**config.mk**
```make
export PLATFORM = sky130hd
export DESIGN_NAME = serial_subtractor
export DESIGN_NICKNAME = d
export VERILOG_FILES = /design/src/rtl/serial_subtractor_pkg.sv /design/src/rtl/fs_cell.sv /design/src/rtl/serial_subtractor.sv
export SDC_FILE = /design/constraint.sdc
export NUM_CORES = 1
export LEC_CHECK = 0
export ABC_CLOCK_PERIOD_IN_PS = 1900
export CORE_ASPECT_RATIO = 0.9
export CORE_UTILIZATION = 32
export DETAILED_ROUTE_END_ITERATION = 8
export PLACE_DENSITY = 0.54
export RECOVER_POWER = 25
export SYNTH_ARGS = -nofsm -noshare
export SYNTH_HDL_FRONTEND = slang
export SYNTH_HIERARCHICAL = 1
export SYNTH_SLANG_ARGS = --single-unit
```
**constraint.sdc**
```tcl
create_clock -name clk -period 1.9 [get_ports clk]
set_clock_uncertainty 0.15 [all_clocks]
set_input_delay 0.38 -clock clk [delete_from_list [all_inputs] [get_ports clk]]
set_output_delay 0.38 -clock clk [all_outputs]
set_load 0.005 [all_outputs]
```
**src/rtl/serial_subtractor_pkg.sv**
```systemverilog
// Shared definitions for the bit-serial subtractor: FSM state encoding and default width.
package serial_subtractor_pkg;

  localparam int DEFAULT_WIDTH = 8;

  // Encoding 2'd3 is unused and recovers to IDLE.
  typedef enum logic [1:0] {
    IDLE  = 2'd0,
    SHIFT = 2'd1,
    DONE  = 2'd2
  } state_e;

endpackage

```
**src/rtl/fs_cell.sv**
```systemverilog
// One-bit combinational full subtractor used as the serial bit step.
module fs_cell (
  input  logic x,
  input  logic y,
  input  logic br,
  output logic diff,
  output logic br_next
);

  assign diff    = x ^ y ^ br;
  assign br_next = (~x & y) | (~(x ^ y) & br);

endmodule

```
**src/rtl/serial_subtractor.sv**
```systemverilog
// Bit-serial subtractor: computes a - b - bin LSB first over WIDTH clock cycles,
// then pulses done for one cycle with difference, borrow-out and signed overflow.
module serial_subtractor
  import serial_subtractor_pkg::*;
#(
  parameter int WIDTH = DEFAULT_WIDTH
) (
  input  logic             clk,
  input  logic             rst,
  input  logic             start,
  input  logic [WIDTH-1:0] a,
  input  logic [WIDTH-1:0] b,
  input  logic             bin,
  output logic             busy,
  output logic             done,
  output logic [WIDTH-1:0] d,
  output logic             bout,
  output logic             ovf
);

  localparam int CW = $clog2(WIDTH + 1);

  state_e           state_q, state_d;
  logic [WIDTH-1:0] aSr_q, aSr_d;
  logic [WIDTH-1:0] bSr_q, bSr_d;
  logic [WIDTH-1:0] diff_q, diff_d;
  logic [CW-1:0]    cnt_q, cnt_d;
  logic             borrow_q, borrow_d;
  logic             ovf_q, ovf_d;
  logic             stepDiff, stepBorrow;

  fs_cell u_fsCell (
    .x      (aSr_q[0]),
    .y      (bSr_q[0]),
    .br     (borrow_q),
    .diff   (stepDiff),
    .br_next(stepBorrow)
  );

  always_ff @(posedge clk or posedge rst) begin
    if (rst) begin
      state_q  <= IDLE;
      aSr_q    <= '0;
      bSr_q    <= '0;
      diff_q   <= '0;
      cnt_q    <= '0;
      borrow_q <= 1'b0;
      ovf_q    <= 1'b0;
    end else begin
      state_q  <= state_d;
      aSr_q    <= aSr_d;
      bSr_q    <= bSr_d;
      diff_q   <= diff_d;
      cnt_q    <= cnt_d;
      borrow_q <= borrow_d;
      ovf_q    <= ovf_d;
    end
  end

  always_comb begin
    state_d  = state_q;
    aSr_d    = aSr_q;
    bSr_d    = bSr_q;
    diff_d   = diff_q;
    cnt_d    = cnt_q;
    borrow_d = borrow_q;
    ovf_d    = ovf_q;
    busy     = 1'b0;
    done     = 1'b0;

    case (state_q)
      IDLE: begin
        if (start) begin
          state_d  = SHIFT;
          aSr_d    = a;
          bSr_d    = b;
          borrow_d = bin;
          cnt_d    = '0;
          diff_d   = '0;
          ovf_d    = 1'b0;
        end
      end

      SHIFT: begin
        busy     = 1'b1;
        aSr_d    = aSr_q >> 1;
        bSr_d    = bSr_q >> 1;
        borrow_d = stepBorrow;
        // New bit enters at the MSB so that after WIDTH steps bit 0 sits at the LSB.
        diff_d   = (diff_q >> 1) | (WIDTH'(stepDiff) << (WIDTH - 1));
        cnt_d    = cnt_q + CW'(1);
        if (cnt_q == CW'(WIDTH - 1)) begin
          state_d = DONE;
          // On the last step the cell sees the operand sign bits and produces the result sign.
          ovf_d   = (aSr_q[0] ^ bSr_q[0]) & (stepDiff ^ aSr_q[0]);
        end
      end

      DONE: begin
        busy    = 1'b1;
        done    = 1'b1;
        state_d = IDLE;
      end

      default: state_d = IDLE;
    endcase
  end

  assign d    = diff_q;
  assign bout = borrow_q;
  assign ovf  = ovf_q;

endmodule

```
=== Word level (Yosys, flattened, before mapping) ===
Cells that the tools add are included.

* Flip-flop bits (word level): 32
* Input port bits: 20
* Output and inout port bits: 12

* Equality and inequality tests: 5
* Reduce and logical (&&, ||, !) cells: 6
* Muxes and demuxes: 18
* Bitwise gates (word level): 10
* $add $sub $neg: 1

{| class="wikitable"
|+ Operators with widths
! kind !! number
|-
| case mux 8 bit (2 select lines) || 3
|-
| 2-to-1 mux 8 bit || 3
|-
| bitwise OR 7 x 8 -> 8 bit || 1
|-
| case mux 4 bit (2 select lines) || 1
|-
| 2-to-1 mux 1 bit || 5
|-
| adder 4 x 1 -> 4 bit, second input constant || 1
|-
| == test 4 x 3 -> 1 bit, second input constant || 1
|-
| 2-to-1 mux 2 bit || 2
|-
| 2-to-1 mux 4 bit || 1
|-
| != test 2 bit, second input constant || 2
|-
| case mux 1 bit (2 select lines) || 2
|-
| case mux 2 bit (2 select lines) || 1
|-
| AND reduction 2 bit || 2
|-
| bitwise AND 1 bit || 3
|-
| AND reduction 3 bit || 1
|-
| bitwise XOR 1 bit || 3
|-
| == test 2 x 1 -> 1 bit, second input constant || 1
|-
| == test 2 bit, second input constant || 1
|-
| logical NOT 2 bit || 1
|-
| inverter 1 bit || 2
|-
| nonzero test 2 bit || 1
|-
| OR reduction 2 bit || 1
|-
| bitwise OR 1 bit || 1
|}

=== Longest topological paths before layout ===
Gate-level depths: netlist (run 1).

* Word-level depth: 6
* Mapped depth: 8
* Depth with buffers taken out: 5

=== Modules after synthesis ===
Netlist (run 1), hierarchy kept.

{| class="wikitable"
|+ By module, submodules not included
! module !! area an instance (µm²) !! sequential area each (µm²) !! instances !! cells each
|-
| serial_subtractor || 1555.2 || 800.8 || 1 || 155
|-
| fs_cell || 31.3 || 0.0 || 1 || 4
|}

=== Least setup slack after synthesis (run 1) ===
Ideal clock, no wire load.

* Path kind: reg2reg
* Start point: reg bSr_q[0]
* End point: reg ovf_q (netlist: ovf)
* Buffers on the path: 0
* Stages on the path, launching flop included: 6
* Arrival: 1719 ps
* Required time: 1682 ps
* Library setup time: 68 ps
* Period minus slack after synthesis: 1936 ps
* Slack: -36 ps
* Cells stage by stage: dfrtp_1 -> inv_1 -> fa_1 -> or3b_2 -> a211oi_1 -> a311o_1

* Cells in the longest elaborated chain, start to end: 6

{| class="wikitable"
|+ RTL lines
! item !! RTL line !! text
|-
| start, declared || serial_subtractor.sv:25 || <nowiki>logic [WIDTH-1:0] bSr_q, bSr_d;</nowiki>
|-
| start signal, assigned || serial_subtractor.sv:52 || <nowiki>bSr_q <= bSr_d;</nowiki>
|-
| bitwise XOR 1 bit (2 in a row) || fs_cell.sv:10 || <nowiki>assign diff = x ^ y ^ br;</nowiki>
|-
| via stepDiff || serial_subtractor.sv:30 || <nowiki>logic stepDiff, stepBorrow;</nowiki>
|-
| bitwise XOR 1 bit || serial_subtractor.sv:95 || <nowiki>ovf_d = (aSr_q[0] ^ bSr_q[0]) & (stepDiff ^ aSr_q[0]);</nowiki>
|-
| bitwise AND 1 bit || serial_subtractor.sv:95 ||
|-
| 2-to-1 mux 1 bit || serial_subtractor.sv:92 || <nowiki>if (cnt_q == CW'(WIDTH - 1)) begin</nowiki>
|-
| case mux 1 bit (2 select lines) || serial_subtractor.sv:71 || <nowiki>case (state_q)</nowiki>
|-
| end signal, assigned || serial_subtractor.sv:56 || <nowiki>ovf_q <= ovf_d;</nowiki>
|-
| end, declared || serial_subtractor.sv:29 || <nowiki>logic ovf_q, ovf_d;</nowiki>
|}

The timed path passes the listed nets, and every way through them passes these cells. The select of a mux whose other input is x is not followed.
A chain may end at the register's enable or synchronous reset.

=== Final worst setup path (run 1) ===
* Start point: reg borrow_q (netlist: bout)
* End point: reg ovf_q (netlist: ovf)

* Cells in the longest elaborated chain, start to end: 5

{| class="wikitable"
|+ RTL lines
! item !! RTL line !! text
|-
| start, declared || serial_subtractor.sv:28 || <nowiki>logic borrow_q, borrow_d;</nowiki>
|-
| start signal, assigned || serial_subtractor.sv:55 || <nowiki>borrow_q <= borrow_d;</nowiki>
|-
| bitwise XOR 1 bit || fs_cell.sv:10 ||
|-
| via stepDiff || serial_subtractor.sv:30 ||
|-
| bitwise XOR 1 bit || serial_subtractor.sv:95 ||
|-
| bitwise AND 1 bit || serial_subtractor.sv:95 ||
|-
| 2-to-1 mux 1 bit || serial_subtractor.sv:92 ||
|-
| case mux 1 bit (2 select lines) || serial_subtractor.sv:71 ||
|}

The timed path passes the listed nets, and every way through them passes these cells. The select of a mux whose other input is x is not followed.

==> results.ini, run 1 <==
[final_layout]
final_nets=228
final_cells=264
final_common_cell=nand2_1
antenna_cells=0
fillers=444
drive_gt1_share_pct=13.9
fin_area_mm2=0.00216
area_growth_pct=36.0
final_cell_mix=nand2_1 (37), dfrtp_1 (32), clkdlybuf4s50_1 (28)

[timing]
setup_viol_count_final=0
fmax_mhz=547
worst_pin_slew_ns=0.808
worst_slack_ns=0.0727
slew_headroom_pct=46.1
fin_crit_sh_pct=96.2
slew_violations=0
min_period_ns=1.83
final_hold_viol_count=0

[worst_setup_path]
path_class=reg2reg
worstPathCellList=inv_1 > fa_1 > or3b_4 > a211oi_2 > a311o_1
critPathTopFamily=adder cells
path_buf_inv=1
end_kind=register
cp-start-kind=register
crit_slowest_cell=fa_1
cp.required_ns=1.97
worstPathArrival_ns=1.90
cpPeakStageDelay_ns=0.49
worstPathMaxFanout=2

[clock_network]
cts_made_buffers=5
htreeDepth=2
clkTransAtPathRegs_ns=0.06
root_buffer=clkbuf_8
clock_sinks=32
cts_hold_buf=0
clk_latency_ns=0.28
clockBufferDepth=2
cts_tree=built

[placed_design]
portBuffers=31
gp_congestion=0.718
place_area_mm2=0.00205
dp_cells=254
pre_cts_ws_ns=-0.0833
hpwl_um=2090

[global_routing]
grt_pass1_wl_um=5250
grt-ovfl-total=0
antenna_found_initial=0
grt_pass1_vias=1218
grt_max_degree=35
grt_usage_pct=13.2

[drt]
totalWireLength_um=2920
vias_per_cell=4.60
drtIter0Drc=62
dr.pass1.iters=4
ant_nets=0
avgRoutedWirePerCell_um=11.0
drc_errors=0
dr_total_vias=1214

[logic_synthesis]
syn_avg_cell_area_um2=9.98
syn_area_mm2=0.00159
yosysSeqAreaShare_pct=50.5
synth_cells=159
yosysWarnings=6
synth-seq-cells=32
syn_nets=186
synth_cell_types=25

[power]
p_seq_share_pct=34.7
comb_power_share_pct=48.6
cellPowerDensity_mw_per_mm2=1440
peakVddDrop_mv=0.577
p_int_mw=2.00
power_switching_mw=1.12
power.share.clock_pct=16.8
switching_share_pct=35.8
leakagePower_nw=0.947

[run_status]
outcome=completed

[floorplan]
dieWidth_um=76.2
start_util_pct=34.5
coreArea_mm2=0.00460
dieHeight_um=68.8
ios=32
rows=23
die-area_mm2=0.00524

[flow_run]
maxCapViolCount=0

[worst_hold_path]
hp-class=reg2reg

-- state kept, by name, summed over array words and instances, names as in the netlist --
name and cells:
aSr_q 8, bSr_q 8, bout 1, cnt_q 4
d 8, ovf 1, state_q 2
-- final timing paths --
check	start	end	slack [ns]	cells past startpoint
setup / recovery	bout$_DFFE_PP0P_	ovf$_DFFE_PP0P_	0.07	5
hold / removal	aSr_q[1]$_DFFE_PP0P_	aSr_q[1]$_DFFE_PP0P_	0.33	2
setup reg to reg	bout$_DFFE_PP0P_	ovf$_DFFE_PP0P_	0.07	5
hold reg to reg	aSr_q[1]$_DFFE_PP0P_	aSr_q[1]$_DFFE_PP0P_	0.33	2
max in group asynchronous	rst	state_q[1]$_DFFE_PP0P_	0.46	3
min in group asynchronous	rst	d[2]$_DFFE_PP0P_	0.63	3
-- metrics by stage --
step | hold WS [ns] | util (%) | power, mW | TNS [ns]
floorplan | 0.300 | - | 2.05 | 0
global route | 0.366 | 46.9 | 3.43 | -0.00513
CTS | 0.334 | 46.5 | 3.10 | 0
finish | 0.326 | 46.9 | 3.12 | 0
global placement | 0.310 | 44.4 | 2.51 | -0.113
detailed placement | 0.320 | 44.4 | 2.57 | -0.508
-- routing by layer --
layer,track usage (%),vias up,part of all wire (%)
li1,-,619,-
met4,7.93,0,1.9
met1,15.0,560,47
met5,0,-,0
met3,3.68,8,4.5
met2,23.0,27,47
-- synthesized netlist by cell type, drive strengths merged --
master  count  share of area [%]
and3b       1               0.55
inv         7                1.7
a32o        1               0.63
ha          6                4.7
nand2      37                8.8
buf         6                2.3
a311o       2                1.3
nand3       3               0.95
nand3b      2               0.95
or3b        1               0.55
a211oi      1               0.47
or4b        1               0.63
clkbuf      4               0.95
dfrtp      32                 50
o21ai      27                8.5
mux2i      16                 10
nor3b       1               0.47
nand2b      4                1.6
or2b        1               0.47
a21boi      1               0.47
a21oi       1               0.32
a22o        1               0.55
fa          1                1.3
mux2        2                1.4
-- power by group through the flow --
stage          sequential, mW  clock (mW)  combinational (mW)
3_5_place_dp             1.10           0                1.47
2_1_floorplan            1.08           0               0.978
3_3_place_gp             1.08           0                1.43
6_report                 1.08       0.522                1.51
5_1_grt                  1.12       0.577                1.74
4_1_cts                  1.08       0.546                1.47
-- worst register-to-register path: stages (launching register included) --
cell and delay, ns:
dfrtp_1 0.34, inv_1 0.06, fa_1 0.49, or3b_4 0.39, a211oi_2 0.21, a311o_1 0.13
-- cell families (layout without fill, tap and decap cells) --
group           after synthesis  count (layout)  share of synthesized area, %
fa+ha+maj                     7               7                          5.99
mux                          18              18                          11.5
flops                        32              32                          50.5
simple gates                 51              51                          14.9
compound gates               34              34                          12.2
buf+inv                      17              60                          4.89
-- area by class of cell --
cell class | instances | area (um^2) | area share (%)
flip-flops and latches | 32 | 801 | 37.1
multi-input cells | 110 | 733 | 34.0
repair buffers | 45 | 430 | 19.9
clock buffers | 8 | 90.1 | 4.17
well taps | 62 | 77.6 | 3.59
inverters | 7 | 26.3 | 1.22
-- what timing repair did --
action | CTS | global route
hold endpoints to repair | 0 | 0
pin swaps | 0 | 1
endpoints found under the setup margin | 3 | 22
buffers inserted | 1 | 1
resized for setup | 3 | 4
No activity file was read; power rests on OpenSTA's default activity.
==> inputs of run 2 (changes only) <==
Settings changed: GPL_TIMING_DRIVEN set to 0.
==> run 2 against run 1 <==
Critical path depth did not move. Flip-flop and latch count unchanged. Critical path type unchanged. Worst setup slack lost 0.013 ns.
==> results.ini, run 2 (synthesis gave the netlist of run 1 again) <==
[run_status]
outcome=completed  ; unchanged

[final_layout]
final_nets=235  ; was 228
final_common_cell=nand2_1  ; unchanged
fin_area_mm2=0.00224  ; was 0.00216 mm^2
final_cell_mix=nand2_1 (37), dfrtp_1 (32), clkdlybuf4s50_1 (28)  ; unchanged
antenna_cells=0  ; unchanged
fillers=429  ; was 444
drive_gt1_share_pct=18.7  ; was 13.9%
final_cells=271  ; was 264
area_growth_pct=40.9  ; was 36.0%

[placed_design]
gp_congestion=0.745  ; was 0.718
portBuffers=31  ; unchanged
dp_cells=252  ; was 254
place_area_mm2=0.00198  ; was 0.00205 mm^2
hpwl_um=2390  ; was 2090 um

[drt]
dr_total_vias=1282  ; was 1214
avgRoutedWirePerCell_um=12.5  ; was 11.0 um
totalWireLength_um=3400  ; was 2920 um
drtIter0Drc=45  ; was 62
drc_errors=0  ; unchanged
vias_per_cell=4.73  ; was 4.60
dr.pass1.iters=4  ; unchanged
ant_nets=0  ; unchanged

[floorplan]
start_util_pct=34.5  ; unchanged
coreArea_mm2=0.00460  ; unchanged
ios=32  ; unchanged
die-area_mm2=0.00524  ; unchanged
rows=23  ; unchanged
dieHeight_um=68.8  ; unchanged
dieWidth_um=76.2  ; unchanged

[timing]
final_hold_viol_count=0  ; unchanged
fin_hold_ws_ns=0.330  ; was 0.326 ns
fmax_mhz=543  ; was 547 MHz
setup_viol_count_final=0  ; unchanged
min_period_ns=1.84  ; was 1.83 ns
rsz0062_at_grt=yes
slew_violations=0  ; unchanged
fin_crit_sh_pct=96.9  ; was 96.2%
slew_headroom_pct=57.7  ; was 46.1%
worst_pin_slew_ns=0.630  ; was 0.808 ns

[clock_network]
htreeDepth=2  ; unchanged
clockBufferDepth=2  ; unchanged
cts_hold_buf=0  ; unchanged
cts_made_buffers=5  ; unchanged
cts_tree=built  ; unchanged
clkTransAtPathRegs_ns=0.06  ; about the same
root_buffer=clkbuf_8  ; unchanged
clk_latency_ns=0.29  ; was 0.28 ns
clock_sinks=32  ; unchanged

[global_routing]
use_met3_pct=5.53  ; was 3.68%
grt_most_used_layer=met2  ; unchanged
grt_max_degree=33  ; was 35
grt_pass1_vias=1292  ; was 1218
met1_usage_pct=16.3  ; was 15.0%
grt_pass1_wl_um=5800  ; was 5250 um
grt_usage_pct=14.8  ; was 13.2%
use_met2_pct=25.7  ; was 23.0%
antenna_found_initial=0  ; unchanged
grt-ovfl-total=0  ; unchanged

[worst_setup_path]
cp-start-kind=register  ; unchanged
worstPathMaxFanout=3  ; was 2
path_class=reg2reg  ; unchanged
end_kind=register  ; unchanged
worstPathArrival_ns=1.92  ; was 1.90 ns
cp.required_ns=1.98  ; was 1.97 ns

[power]
peakVddDrop_mv=0.638  ; was 0.577 mV
cellPowerDensity_mw_per_mm2=1550  ; was 1440 mW/mm^2
leakagePower_nw=0.987  ; was 0.947 nW

[worst_hold_path]
hp-class=reg2reg  ; unchanged

[flow_run]
maxCapViolCount=0  ; unchanged

## run 2: cell count changes in the layout (fill, tap and decap cells not counted), moves of 2 or more
cell / previous run / this run
clkbuf_2: 1 / 4
buf_2: 0 / 2
clkbuf_4: 0 / 2
inv_1: 6 / 4
## run 2: cell type report
cell class | instances | area [um^2] | area share (%)
buffer | 10 | 66.3 | 2.97
clock buffer | 7 | 96.3 | 4.31
clock inverter | 1 | 30.0 | 1.34
inverter | 7 | 26.3 | 1.18
multi-input combinational | 110 | 751 | 33.6
sequential | 32 | 801 | 35.8
tap | 62 | 77.6 | 3.47
timing repair buffer | 42 | 388 | 17.3
## run 2: worst max-delay path, cell delays in order, from the launching register on
cell	delay [ns]
dfrtp_1	0.38
inv_1	0.08
fa_1	0.45
or3b_4	0.41
a211oi_2	0.18
a311o_1	0.13
## run 2: worst paths after layout
check	startpoint	depth (start not counted)	slack, ns	endpoint
hold / removal	d[0]$_DFFE_PP0P_	2	0.33	d[0]$_DFFE_PP0P_
setup / recovery	bSr_q[0]$_DFFE_PP0P_	5	0.06	ovf$_DFFE_PP0P_
hold reg to reg	d[0]$_DFFE_PP0P_	2	0.33	d[0]$_DFFE_PP0P_
max in group asynchronous	rst	3	0.47	aSr_q[6]$_DFFE_PP0P_
min in group asynchronous	rst	2	0.39	d[3]$_DFFE_PP0P_
setup reg to reg	bSr_q[0]$_DFFE_PP0P_	5	0.06	ovf$_DFFE_PP0P_
## run 2: timing repair
item / CTS / global route
buffers inserted: 5 / 5
pin swaps: 1 / 3
setup endpoints to repair: 16 / 31
resized for setup: 7 / 13
## run 2: per-layer routing
| metal | part of all wire (%) | wire length (um) |
|---|---|---|
| met1 | 44 | 1510 |
| met2 | 48 | 1620 |
| met3 | 6.1 | 207 |
| met4 | 2.0 | 67 |
| met5 | 0 | 0 |
## run 2: stage by stage
stage / power [mW] / worst slack (ns) / setup TNS, ns / util [%]
3_3_place_gp: 2.44 / -0.108 / -4.63 / 43.0
4_1_cts: 3.29 / 0.00774 / 0 / 46.7
5_1_grt: 3.74 / -0.0107 / -0.0107 / 48.6
2_1_floorplan: 2.05 / 0.0513 / 0 / -
3_5_place_dp: 2.50 / -0.155 / -6.63 / 43.0
6_report: 3.47 / 0.0594 / 0 / 48.6
## run 2: power breakdown
| group | total [mW] | switching (mW) | leakage, nW | internal [mW] |
|---|---|---|---|---|
| Combinational | 1.65 | 0.828 | 0.508 | 0.825 |
| Sequential | 1.10 | 0.161 | 0.415 | 0.936 |
| Clock | 0.716 | 0.253 | 0.0645 | 0.462 |
==> inputs of run 3 (changes only) <==
Settings changed: GPL_TIMING_DRIVEN 0 to 1.
==> results of run 3 <==
Same layout as run 1: the final DEF is identical, and so are final timing and power.
